**src/rtl/adder_rr_scheduler.sv**
```systemverilog
// Round-robin scheduler sharing one external W-bit adder among NREQ requesters.
// Operands are registered out to the adder, and the sum is captured one cycle later into a tagged response.
module adder_rr_scheduler #(
  parameter int NREQ = 4,
  parameter int W    = 6,
  parameter int IDW  = 2,
  parameter int CNTW = 16
) (
  input  logic                clk,
  input  logic                rst_n,
  input  logic [NREQ-1:0]     req_valid,
  input  logic [NREQ*W-1:0]   req_a,
  input  logic [NREQ*W-1:0]   req_b,
  output logic [NREQ-1:0]     req_ready,
  output logic [W-1:0]        add_a,
  output logic [W-1:0]        add_b,
  input  logic [W:0]          add_s,
  output logic                rsp_valid,
  input  logic                rsp_ready,
  output logic [IDW-1:0]      rsp_id,
  output logic [W:0]          rsp_sum,
  output logic                busy,
  output logic [CNTW-1:0]     op_count
);

  typedef enum logic [1:0] {IDLE, EVAL, RESP} state_t;

  state_t         state;
  state_t         state_nxt;
  logic [IDW-1:0] ptr;
  logic [IDW-1:0] grant;
  logic [IDW-1:0] gid_p0;
  logic           accept_slot;
  logic           take;

  // First valid requester at or after p, wrapping modulo NREQ.
  function automatic logic [IDW-1:0] rr_pick(input logic [NREQ-1:0] v,
                                             input logic [IDW-1:0]  p);
    logic [IDW-1:0] g;
    logic           found;
    int             idx;
    g     = '0;
    found = 1'b0;
    for (int i = 0; i < NREQ; i++) begin
      idx = (int'(p) + i) % NREQ;
      if (!found && v[idx]) begin
        g     = IDW'(idx);
        found = 1'b1;
      end
    end
    return g;
  endfunction

  function automatic logic [IDW-1:0] next_ptr(input logic [IDW-1:0] g);
    return (g == IDW'(NREQ - 1)) ? '0 : g + IDW'(1);
  endfunction

  assign grant = rr_pick(req_valid, ptr);

  always_ff @(posedge clk or negedge rst_n) begin
    if (!rst_n) state <= IDLE;
    else        state <= state_nxt;
  end

  always_comb begin
    state_nxt = state;
    case (state)
      IDLE:    if (take) state_nxt = EVAL;
      EVAL:    state_nxt = RESP;
      RESP:    if (rsp_ready) state_nxt = take ? EVAL : IDLE;
      default: state_nxt = IDLE;
    endcase
  end

  always_comb begin
    accept_slot = (state == IDLE) || ((state == RESP) && rsp_ready);
    take        = accept_slot && (|req_valid);
    busy        = (state != IDLE);
    req_ready   = '0;
    if (rst_n && take) req_ready[grant] = 1'b1;
  end

  // Stage p0: latch the granted operands toward the adder and advance the pointer.
  always_ff @(posedge clk or negedge rst_n) begin
    if (!rst_n) begin
      add_a  <= '0;
      add_b  <= '0;
      gid_p0 <= '0;
      ptr    <= '0;
    end else if (take) begin
      add_a  <= req_a[int'(grant)*W +: W];
      add_b  <= req_b[int'(grant)*W +: W];
      gid_p0 <= grant;
      ptr    <= next_ptr(grant);
    end
  end

  // Stage p1: capture the adder result into the response channel.
  always_ff @(posedge clk or negedge rst_n) begin
    if (!rst_n) begin
      rsp_valid <= 1'b0;
      rsp_id    <= '0;
      rsp_sum   <= '0;
      op_count  <= '0;
    end else begin
      if (state == EVAL) begin
        rsp_valid <= 1'b1;
        rsp_id    <= gid_p0;
        rsp_sum   <= add_s;
      end else if ((state == RESP) && rsp_ready) begin
        rsp_valid <= 1'b0;
        op_count  <= op_count + CNTW'(1);
      end
    end
  end

endmodule

```
**config.mk**
```make
export PLATFORM = sky130hd
export DESIGN_NAME = adder_rr_scheduler
export DESIGN_NICKNAME = d
export VERILOG_FILES = /design/src/rtl/adder_rr_scheduler.sv
export SDC_FILE = /design/constraint.sdc
export NUM_CORES = 1
export LEC_CHECK = 0
export BUFFER_PORTS_ARGS = -buffer_cell sky130_fd_sc_hd__buf_2
export CAP_MARGIN = 20
export CORE_ASPECT_RATIO = 0.6
export CORE_MARGIN = 5
export CORE_UTILIZATION = 50
export DETAILED_ROUTE_END_ITERATION = 8
export PLACE_DENSITY = 0.85
export REMOVE_ABC_BUFFERS = 1
export SETUP_SLACK_MARGIN = 0.15
export SYNTH_ARGS = -nofsm -noshare
export SYNTH_HDL_FRONTEND = slang
export SYNTH_SLANG_ARGS = --single-unit
```
**constraint.sdc**
```tcl
create_clock -name clk -period 3.4 [get_ports clk]
set_input_delay 0.68 -clock clk [delete_from_list [all_inputs] [get_ports clk]]
set_output_delay 0.68 -clock clk [all_outputs]
set_load 0.1 [all_outputs]
```
# Word level (Yosys, flattened, before mapping)

Index checks and enable logic that the tools add are counted.

Flip-flop bits (word level): 44
Bits of input ports: 62
Output and inout bits: 43
Word-level logic and storage cells: 80

Add/subtract/negate cells: 5
Multipliers: 1
$lt $le $gt $ge: 6
Eq/ne operators: 5
Shift-type cells: 2
Mux-type cells: 28
Bitwise logic cells: 4
Reduce and logical (&&, ||, !) cells: 20

Operators by type and width:

| operator                                                              | count |
|---|---|
| 24-bit by 32-bit variable part select with 6-bit output               | 1 |
| 24-bit by 6-bit variable part select with 6-bit output                | 1 |
| 16-bit by 1-bit adder with 16-bit output, second input constant       | 1 |
| 1-bit 2-to-1 mux                                                      | 14 |
| 2-bit 2-to-1 mux                                                      | 7 |
| 3-bit by 4-bit < comparator with 1-bit output, second input constant  | 3 |
| 1-bit binary-select mux with 2-bit select                             | 4 |
| 1-bit logical AND                                                     | 7 |
| 2-bit by 3-bit < comparator with 1-bit output, second input constant  | 2 |
| 2-bit one-hot mux with 3 select lines                                 | 1 |
| 2-bit OR reduction                                                    | 3 |
| 2-bit by 1-bit adder with 2-bit output, second input constant         | 2 |
| 2-bit adder, second input constant                                    | 2 |
| 2-bit equality test, second input constant                            | 2 |
| 2-bit by 2-bit multiplier with 4-bit output, second input constant    | 1 |
| 4-bit 2-to-1 mux                                                      | 1 |
| 2-bit != test, second input constant                                  | 2 |
| 2-bit AND reduction                                                   | 2 |
| 2-bit nonzero test                                                    | 2 |
| 4-bit OR reduction                                                    | 1 |
| 1-bit AND, first input constant                                       | 3 |
| 1-bit zero test                                                       | 3 |
| 1-bit demux with 2-bit select                                         | 1 |
| 2-bit by 1-bit equality test with 1-bit output, second input constant | 1 |
| other kinds (4)                                                       | 4 |

# Logic depth before layout (Yosys ltp)

Word-level depth: 19
Depth in mapped cells: 7
Mapped depth without buffers: 7

# Least setup slack after synthesis

Ideal clock, no wire load.

Kind: input port to output port
Start: input port req_valid[0]
End: output port req_ready[1]
Arrival: 3810 ps
Data required time: 2720 ps
Setup slack: -1090 ps
Stages: 5
Buffers on the path: 1
Cell sequence: nor2b_4 -> or4_4 -> nand2_8 -> buf_12 -> nor3b_1

Word-level cells in the longest chain between the ends: 17
Elaborated cells on any way between the ends: 33
Those cells by class: 2 x order compare; 21 x mux; 10 x reduce/logical

Ends and longest elaborated chain:

| item                                                                                                                                  | RTL line | source |
|---|---|---|
| from (decl)                                                                                                                           | 11       | `input logic [NREQ-1:0] req_valid,` |
| 1-bit binary-select mux with 2-bit select                                                                                             | 46       | `if (!found && v[idx]) begin` |
| 1-bit 2-to-1 mux (implied by the code)                                                                                                | 46       |  |
| 1-bit 2-to-1 mux                                                                                                                      | 46       |  |
| 1-bit zero test                                                                                                                       | 46       |  |
| 1-bit logical AND                                                                                                                     | 46       |  |
| 1-bit 2-to-1 mux                                                                                                                      | 46       |  |
| 1-bit zero test                                                                                                                       | 46       |  |
| 1-bit logical AND                                                                                                                     | 46       |  |
| 1-bit 2-to-1 mux                                                                                                                      | 46       |  |
| 1-bit zero test                                                                                                                       | 46       |  |
| 1-bit logical AND                                                                                                                     | 46       |  |
| 2-bit 2-to-1 mux                                                                                                                      | 46       |  |
| 2-bit by 3-bit < comparator with 1-bit output (implied by the code) or 2-bit by 1-bit >= comparator with 1-bit output (tied branches) | 80       | `if (rst_n && take) req_ready[grant] = 1'b1;` |
| 1-bit logical AND (implied by the code)                                                                                               | 80       |  |
| 1-bit 2-to-1 mux (implied by the code)                                                                                                | 80       |  |
| 1-bit demux with 2-bit select                                                                                                         | 80       |  |
| 4-bit 2-to-1 mux (*)                                                                                                                  | 80       |  |
| to (decl)                                                                                                                             | 14       | `output logic [NREQ-1:0] req_ready,` |

Mark *: on every way between the ends. The rest lies on a longest branch, timed or not. The select of a mux whose other input is x is not followed.

# Final worst setup path

Ends and elaborated chain as after synthesis.

==> out/results.ini <==
[status]
status = completed

[global_routing]
grt_pass1_vias = 1985
grt_usage = 0.190
grt_start_max_net_pins = 28
antenna_found_initial = 0
grt_pass1_wl_um = 9540
grt.overflow.total = 0

[setup_path]
required_ns = 2.72
crit_arrival_ns = 2.24
endpoint_kind = output port
critPathKind = input port to output port
worstSetupStartpointType = input port
worst-path-max-fanout = 5

[placed_design]
gp_congestion = 0.836
dp_hpwl_um = 4260
io_buffers = 104
place_area_sq_um = 2840

[finish]
nets = 363
num_antenna_cells = 0
final_common_cell = buf_2
fillers = 372
regArea_sq_um = 1100
final_cell_area_sq_um = 2940
layout_common_cells = 103 x buf_2, 44 x dfrtp_1, 29 x nand2_1, 24 x mux2i_1, 12 x o221ai_2
multi_input_area_sq_um = 1090
drive_gt1_frac = 0.487
syn2layout_area_growth_pct = 29.2

[timing]
fin_crit_sh = 0.859
fin_crit_ns = 2.92
slew_headroom = 0.423
hold_viol_final = 0
tightest_slew_ns = 0.864
clock_skew_ns = 0.00901
grt_setup_unrepaired = no
finalMaxSlewViolations = 0
setup_viol = 0
fmax_ghz = 0.342
fin_tns_setup_ns = 0

[drt]
via_per_inst = 5.09
drtAntennaViolNets = 0
drc_errors = 0
drt_pre_antenna_iters = 4
avgRoutedWirePerCell_um = 15.0
via_count = 1846
dr.first_iter.drc_count = 44
drt_wl_total_um = 5430

[clock_tree]
clk_pin_slew_ns = 0.09
clk_path_buf_depth = 2
cts_tree = built
holdBufCountCts = 0
htreeDepth = 2
post_cts_buffers = 0
numCtsBuffers = 5
cts.sinks = 44
clk_latency_ns = 0.30
clk_root_buffer_cell = clkbuf_8
cts_resized = 0

[synth]
syn_avg_cell_area_sq_um = 11.8
synth_warnings = 0
synth_top_cell_by_area = dfrtp_1
ys_seq_elements = 44
synth_cell_types = 38
synthTopCellsByArea = dfrtp_1 48%, mux2i_1 11%, o221ai_2 7.9%, mux2_2 4.9%, nand2_1 4.8%
synth_top_area_share = 0.484
syn_area_sq_um = 2280
syn_inst = 193
ys_seq_area_frac = 0.484

[floorplan]
io_pins = 105
core_sq_um = 4490
die_h_um = 62.3
initial_core_util = 0.507
die_w_um = 97.1
dieArea_sq_um = 6050
fp-row-count = 19

[min_path]
hp-class = input port to asynchronous set/reset pin

[job]
cap_violations = 0

cells in the mapped netlist, drive strengths merged:
cell    count
a21oi       4
o21ai       2
o21bai      1
mux2       10
nor2        9
o211ai      1
buf         6
ha          2
dfrtp      44
xnor2       9
or4         1
nand3       1
nor2b       3
nand2b      1
or2         2
and3b       1
or3         1
o221ai     12
nor3b       2
xor2        6
mux2i      24
and3        3
and4        1
nand2      30
clkbuf      2
a21o        1
nor3        3
nand4       4
a221o       2
inv         5
per-layer routing:
metal / wire [um] / vias up / global-route usage
li1: - / 895 / -
met1: 2470 / 900 / 0.248
met2: 2590 / 40 / 0.305
met3: 248 / 11 / 0.0447
met4: 118 / 0 / 0.0753
met5: 0 / - / 0
area by class of cell:
class / count / area share
clock buffer: 6 / 0.0281
clock inverter: 2 / 0.00510
tap: 63 / 0.0268
inverter: 5 / 0.00638
multi-input combinational: 136 / 0.370
sequential: 44 / 0.374
timing repair buffer: 107 / 0.190
through the flow:
stage / setup slack [ns] / cells / hold slack, ns / utilization
after global placement: 0.491 / 355 / 0.451 / 0.633
after detailed placement: 0.491 / 355 / 0.463 / 0.633
after global routing: 0.389 / 363 / 0.333 / 0.655
final: 0.478 / 363 / 0.302 / 0.655
after CTS: 0.480 / 363 / 0.309 / 0.655
after floorplan: -1.08 / 185 / 0.384 / -
worst paths after layout:
path	from	to	slack, ns	depth (start not counted)
hold / removal	rst_n	add_b[1]$_DFFE_PN0N_	0.30	1
hold reg to reg	gid_p0[0]$_DFFE_PN0N_	gid_p0[0]$_DFFE_PN0N_	0.48	1
min in group clk	gid_p0[0]$_DFFE_PN0N_	gid_p0[0]$_DFFE_PN0N_	0.48	1
max in group asynchronous	rst_n	add_a[1]$_DFFE_PN0N_	2.39	2
setup reg to reg	ptr[0]$_DFFE_PN0N_	add_a[2]$_DFFE_PN0N_	1.34	6
setup / recovery	req_valid[0]	req_ready[1]	0.48	6
worst max-delay path, stage by stage:
cell and delay (ns):
buf_2 0.12, nor2b_4 0.12, or4_4 0.56, nand2_8 0.09, nor3b_1 0.20, buf_2 0.46
cell families (layout without fill, tap and decap cells):
logic type,count (synthesis),count (layout),synth area share
mux,34,34,0.155
compound gates,23,23,0.112
xor+xnor,15,15,0.0577
flops,44,44,0.484
buf+inv,13,120,0.0390
simple gates,62,62,0.142
fa+ha+maj,2,2,0.0110
flip-flops by register name, indices dropped and copies added, names as in the netlist:
| signal | flops |
|---|---|
| rsp_id | 2 |
| add_b | 6 |
| rsp_valid | 1 |
| add_a | 6 |
| ptr | 2 |
| gid_p0 | 2 |
| rsp_sum | 7 |
| op_count | 16 |
| state | 2 |
Power is left out: the tool's default activity adds up to more than one toggle a clock period on the data nets, which glitch-free logic cannot reach.
